### config.mk
export PLATFORM = sky130hd
export DESIGN_NAME = gin_transmitter
export DESIGN_NICKNAME = d
export VERILOG_FILES = /design/src/rtl/pe_pkg.sv /design/src/rtl/gin_xy_counter.sv /design/src/rtl/gin_transmitter.sv
export SDC_FILE = /design/constraint.sdc
export NUM_CORES = 1
export LEC_CHECK = 0
export ABC_AREA = 1
export BUFFER_PORTS_ARGS = -buffer_cell sky130_fd_sc_hd__buf_2
export CAP_MARGIN = 0
export CORE_UTILIZATION = 49
export DETAILED_ROUTE_END_ITERATION = 6
export GPL_ROUTABILITY_DRIVEN = 0
export PLACE_DENSITY = 0.81
export SLEW_MARGIN = 20
export SYNTH_ARGS = -nofsm -noshare
export SYNTH_HDL_FRONTEND = slang
export SYNTH_SLANG_ARGS = --single-unit
### constraint.sdc
create_clock -name clk -period 1.45 [get_ports clk]
set_input_delay 0.29 -clock clk [delete_from_list [all_inputs] [get_ports clk]]
set_output_delay 0.29 -clock clk [all_outputs]
set_load 0.02 [all_outputs]
### src/rtl/pe_pkg.sv
// Shared PE-array definitions: control codes, transmitter FSM states, default id widths.
package pe_pkg;

    localparam int FID_W_DEF = 5;
    localparam int IID_W_DEF = 6;

    localparam logic [3:0] CTRL_IDLE        = 4'd0;
    localparam logic [3:0] CTRL_PROG        = 4'd1;
    localparam logic [3:0] CTRL_LOAD_FILTER = 4'd2;
    localparam logic [3:0] CTRL_LOAD_IFMAP  = 4'd3;
    localparam logic [3:0] CTRL_COMPUTE     = 4'd4;
    localparam logic [3:0] CTRL_PSUM_OUT    = 4'd5;

    typedef enum logic [2:0] {
        ST_IDLE     = 3'd0,
        ST_PROG     = 3'd1,
        ST_STREAM   = 3'd2,
        ST_COMPUTE  = 3'd3,
        ST_PSUM_OUT = 3'd4
    } gin_state_e;

    function automatic int cnt_w(input int n);
        return (n > 1) ? $clog2(n) : 1;
    endfunction

endpackage

### src/rtl/gin_xy_counter.sv
// Row-major PE coordinate walker: x advances fastest, wraps into y; last flags (GRID_X-1, GRID_Y-1).
module gin_xy_counter
    import pe_pkg::*;
#(
    parameter int GRID_X = 10,
    parameter int GRID_Y = 10,
    parameter int XW     = cnt_w(GRID_X),
    parameter int YW     = cnt_w(GRID_Y)
) (
    input  logic          clk,
    input  logic          rstb,
    input  logic          clr,
    input  logic          adv,
    output logic [XW-1:0] x,
    output logic [YW-1:0] y,
    output logic          last
);

    logic x_wrap;
    logic y_wrap;

    assign x_wrap = (x == XW'(GRID_X - 1));
    assign y_wrap = (y == YW'(GRID_Y - 1));
    assign last   = x_wrap && y_wrap;

    always_ff @(posedge clk or negedge rstb) begin
        if (!rstb) begin
            x <= '0;
            y <= '0;
        end else if (clr) begin
            x <= '0;
            y <= '0;
        end else if (adv) begin
            if (x_wrap) begin
                x <= '0;
                y <= y_wrap ? '0 : y + YW'(1);
            end else begin
                x <= x + XW'(1);
            end
        end
    end

endmodule

### src/rtl/gin_transmitter.sv
// Global input network driver: programs PE ids, broadcasts tagged filter/ifmap words,
// then sequences compute and psum read-out.
module gin_transmitter
    import pe_pkg::*;
#(
    parameter int BITWIDTH = 16,
    parameter int GRID_X   = 10,
    parameter int GRID_Y   = 10,
    parameter int FID_W    = FID_W_DEF,
    parameter int IID_W    = IID_W_DEF,
    parameter int CYC_W    = 16
) (
    input  logic                       clk,
    input  logic                       rstb,
    input  logic                       start,
    input  logic [CYC_W-1:0]           cfg_cycles,
    input  logic                       in_valid,
    output logic                       in_ready,
    input  logic                       in_kind,
    input  logic [IID_W-1:0]           in_tag,
    input  logic signed [BITWIDTH-1:0] in_data,
    input  logic                       in_last,
    input  logic                       array_stall,
    output logic [3:0]                 control,
    output logic [FID_W-1:0]           filter_id,
    output logic [IID_W-1:0]           ifmap_id,
    output logic signed [BITWIDTH-1:0] filter,
    output logic signed [BITWIDTH-1:0] ifmap,
    output logic [GRID_X-1:0]          enable_x,
    output logic [GRID_Y-1:0]          enable_y,
    output logic                       busy,
    output logic                       done
);

    localparam int XW = cnt_w(GRID_X);
    localparam int YW = cnt_w(GRID_Y);

    if (GRID_X + GRID_Y - 2 >= (1 << IID_W)) begin : g_iid_check
        $error("ifmap_id = x+y does not fit IID_W");
    end
    if (GRID_Y - 1 >= (1 << FID_W)) begin : g_fid_check
        $error("filter_id = y does not fit FID_W");
    end
    if (FID_W > IID_W) begin : g_tag_check
        $error("filter tag slice wider than in_tag");
    end

    gin_state_e       state;
    logic [CYC_W-1:0] cyc_rem;
    logic [XW-1:0]    pe_x;
    logic [YW-1:0]    pe_y;
    logic             pe_last;
    logic             xfer_p0;

    gin_xy_counter #(
        .GRID_X (GRID_X),
        .GRID_Y (GRID_Y),
        .XW     (XW),
        .YW     (YW)
    ) u_xy (
        .clk  (clk),
        .rstb (rstb),
        .clr  (state == ST_IDLE),
        .adv  ((state == ST_PROG) && !array_stall),
        .x    (pe_x),
        .y    (pe_y),
        .last (pe_last)
    );

    assign in_ready = (state == ST_STREAM) && !array_stall;
    assign xfer_p0  = in_valid && in_ready;
    assign busy     = (state != ST_IDLE);

    always_ff @(posedge clk or negedge rstb) begin
        if (!rstb) begin
            state     <= ST_IDLE;
            cyc_rem   <= '0;
            control   <= CTRL_IDLE;
            filter_id <= '0;
            ifmap_id  <= '0;
            filter    <= '0;
            ifmap     <= '0;
            enable_x  <= '0;
            enable_y  <= '0;
            done      <= 1'b0;
        end else begin
            done <= 1'b0;
            case (state)
                ST_IDLE: begin
                    control  <= CTRL_IDLE;
                    enable_x <= '0;
                    enable_y <= '0;
                    if (start) begin
                        state   <= ST_PROG;
                        cyc_rem <= (cfg_cycles == '0) ? CYC_W'(1) : cfg_cycles;
                    end
                end
                ST_PROG: begin
                    if (!array_stall) begin
                        control   <= CTRL_PROG;
                        enable_x  <= GRID_X'(1) << pe_x;
                        enable_y  <= GRID_Y'(1) << pe_y;
                        filter_id <= FID_W'(pe_y);
                        ifmap_id  <= IID_W'(pe_x) + IID_W'(pe_y);
                        if (pe_last) state <= ST_STREAM;
                    end
                end
                ST_STREAM: begin
                    if (xfer_p0) begin
                        enable_x <= '1;
                        enable_y <= '1;
                        if (in_kind) begin
                            control  <= CTRL_LOAD_IFMAP;
                            ifmap_id <= in_tag;
                            ifmap    <= in_data;
                        end else begin
                            control   <= CTRL_LOAD_FILTER;
                            filter_id <= in_tag[FID_W-1:0];
                            filter    <= in_data;
                        end
                        if (in_last) state <= ST_COMPUTE;
                    end else begin
                        control  <= CTRL_IDLE;
                        enable_x <= '0;
                        enable_y <= '0;
                    end
                end
                ST_COMPUTE: begin
                    if (!array_stall) begin
                        control  <= CTRL_COMPUTE;
                        enable_x <= '1;
                        enable_y <= '1;
                        cyc_rem  <= cyc_rem - CYC_W'(1);
                        if (cyc_rem <= CYC_W'(1)) state <= ST_PSUM_OUT;
                    end
                end
                ST_PSUM_OUT: begin
                    control  <= CTRL_PSUM_OUT;
                    enable_x <= '1;
                    enable_y <= '1;
                    done     <= 1'b1;
                    state    <= ST_IDLE;
                end
                default: state <= ST_IDLE;
            endcase
        end
    end

endmodule

==> impl_metrics.env <==
export IMPL_status="finished, violations left"
export IMPL_violations="setup timing"
export IMPL_vias=5681
export IMPL_ys_flop_type="dfrtp_1"
export IMPL_clock_sinks=94
export IMPL_ant_nets=0
export IMPL_syn_cell_area_um2=5027
export IMPL_clkSlewWorstSetupHoldPaths_ns=0.10
export IMPL_io_pins=115
export IMPL_cts_buffers=9
export IMPL_fin_crit_ns=1.663
export IMPL_clk_latency_ns=0.39
export IMPL_drv_cap=0
export IMPL_grt_pass1_wl_mm=23.10
export IMPL_num_rows=36
export IMPL_synth_fa_ha_area_frac=0.02887
export IMPL_wl_per_cell_um=17.83
export IMPL_drt_iter0_markers=344
export IMPL_synthCells=661
export IMPL_final_core_util=0.7714
export IMPL_hp_class="in2reg"
export IMPL_dp_hpwl_mm=9.879
export IMPL_met1_usage=0.3355
export IMPL_io_buffers=113
export IMPL_cts_tree="built"
export IMPL_antenna_found_initial=0
export IMPL_critPathMaxFanout=3
export IMPL_root_buffer="clkbuf_8"
export IMPL_syn_area_per_cell_um2=7.606
export IMPL_fin_nets=927
export IMPL_setup_ws_ns=-0.2134
export IMPL_synthToLayoutAreaGrowth_pct=51.37
export IMPL_grt_busiest_layer="met2"
export IMPL_p_leak_uw=0.003982
export IMPL_powerDensity_nw_per_um2=2317
export IMPL_fmax_mhz=601.2
export IMPL_vdd_drop_max_mv=1.105
export IMPL_rsz0062_at_grt="yes"
export IMPL_coreArea_um2=9864
export IMPL_synth_top_family_by_area="simple AND/OR/NAND/NOR gates"
export IMPL_period_share=1.147
export IMPL_synth_seq_area_share=0.4679
export IMPL_insertedDiodeCount=0
export IMPL_synthArstFlopShare=1.000
export IMPL_grt_max_degree=34
export IMPL_synth_edff_count=0
export IMPL_cp_start_kind="flop"
export IMPL_grt_pass1_vias=4930
export IMPL_yosys_register_bits=94
export IMPL_drc=0
export IMPL_ys_warnings_count=0
export IMPL_mostFrequentLayoutCells="nand2_1 (204), buf_2 (110), dfrtp_1 (90), buf_4 (62), nor2_1 (51)"
export IMPL_grt_use_total=0.2849
export IMPL_fin_skew_ns=0.01299
export IMPL_path_class="reg2out"
export IMPL_syn_num_nets=717
export IMPL_pre_cts_slack_ns=-0.1007
export IMPL_critPathRequiredTime_ns=1.16
export IMPL_setup_violations=95
export IMPL_critPathCaptureType="output pin"
export IMPL_via_per_inst=5.630
export IMPL_slew_violations=0
export IMPL_dieArea_um2=10670
export IMPL_critPathArrivalTime_ns=1.37
export IMPL_start_util=0.5096
export IMPL_routed_wirelength_mm=17.99
export IMPL_globalRouteMet3Util=0.06183
export IMPL_cts_max_level=3
export IMPL_cts_path_max_buffers=2
export IMPL_final_setup_tns_ns=-9.510
export IMPL_synthSimpleGateAreaFrac=0.3123
export IMPL_synthMuxAreaShare=0
export IMPL_ys_types=36
export IMPL_final_common_cell="nand2_1"
export IMPL_grt_overflow_total=0
export IMPL_drt_pass1_iterations=5
export IMPL_yosys_area_share_xor_xnor=0.005226
export IMPL_drive_above_1_share=0.4349
export IMPL_synth_compound_area_frac=0.1115
export IMPL_die_x_um=103.3
export IMPL_use_met2=0.5072
export IMPL_dieHeight_um=103.3
export IMPL_finalHoldViolCount=0
flip-flops by register name (all words and copies together) (netlist names), 3 cells and up:
register / cells
enable_x: 10
ifmap: 16
ifmap_id: 6
control: 3
state: 3
u_xy.y: 4
cyc_rem: 16
enable_y: 10
filter: 16
u_xy.x: 4
filter_id: 5
stage by stage:
step | cell area [um2] | power (uW) | hold slack, ns | instances
floorplan | 5045 | 9082 | -0.005591 | 661
CTS | 6847 | 14970 | 0.1074 | 991
finish | 7610 | 17630 | 0.1024 | 1009
global placement | 6181 | 11690 | 0.2531 | 953
global route | 7610 | 18510 | 0.09455 | 1009
detailed placement | 6181 | 11990 | 0.2613 | 953
layer usage:
| layer | vias up | wire length (um) |
|---|---|---|
| met2 | 364 | 9189 |
| met5 | - | 0 |
| met1 | 2703 | 6634 |
| li1 | 2524 | - |
| met4 | 0 | 881 |
| met3 | 90 | 1285 |
logic make-up after synthesis:
kind of cell,Yosys count
compound gates,104
other cells,1
fa+ha+maj,11
simple gates,365
flops,94
buf+inv,83
xor+xnor,3
cells in the mapped netlist (2+ instances only):
cell	number	area, um2
buf_6	5	56.30
a21oi_1	28	140.1
buf_2	9	45.04
ha_1	10	125.1
nor4_1	2	12.51
nand3_2	3	30.03
nor2_2	4	25.02
nand3_1	29	145.1
buf_4	2	15.01
nor3_1	5	25.02
inv_1	55	206.5
o22ai_1	6	37.54
nand2_1	243	912.1
nor2_4	2	22.52
nand2_8	2	40.04
dfrtp_1	94	2352
nor2_1	62	232.7
nor2_8	2	40.04
a21oi_2	3	26.28
o21ai_1	32	160.2
clkbuf_1	3	11.26
o21ai_2	5	43.79
inv_2	6	22.52
nand2_2	3	18.77
xor2_1	3	26.28
nand4_1	5	31.28
o21ai_0	29	145.1
critical path: stages (launching register included):
cell and delay, ns:
dfrtp_2 0.43, nor2_4 0.20, nand2_4 0.10, buf_6 0.13, buf_6 0.12
where the power goes:
| group | total [uW] | leakage (uW) | switching [uW] | internal, uW |
|---|---|---|---|---|
| Combinational | 11300 | 0.00269 | 6800 | 4520 |
| Sequential | 4470 | 0.00120 | 766 | 3710 |
| Clock | 1840 | 0.0000973 | 1030 | 811 |
| Total | 17600 | 0.00398 | 8590 | 9040 |
repair_timing:
item / CTS / global route
pin swaps: 22 / 68
setup endpoints to repair: 87 / 94
hold buffers: 1 / 0
hold endpoints to repair: 24 / 0
gates resized for setup: 80 / 154
buffers inserted: 15 / 13
cloned: 6 / 5
area by class of cell:
cell class | count | area (um2)
tap | 133 | 166.4
timing repair buffer | 212 | 1578
clock inverter | 6 | 68.82
sequential | 94 | 2357
fill | 620 | 2255
inverter | 63 | 301.5
clock buffer | 10 | 127.6
multi-input combinational | 488 | 2972
timing repair inverter | 3 | 38.79
final timing paths:
| check | start | end | slack, ns | cells after the start |
|---|---|---|---|---|
| setup / recovery | state[2] | busy | -0.21 | 4 |
| hold / removal | in_data[5] | filter[5] | 0.10 | 3 |
| setup reg to reg | state[2] | u_xy.y[0] | -0.20 | 10 |
| hold reg to reg | ifmap_id[1] | ifmap_id[1] | 0.48 | 2 |
| max in group asynchronous | rstb | filter[13] | 0.54 | 3 |
| min in group asynchronous | rstb | enable_x[9] | 0.38 | 2 |
(Power assumes the default switching activity.)
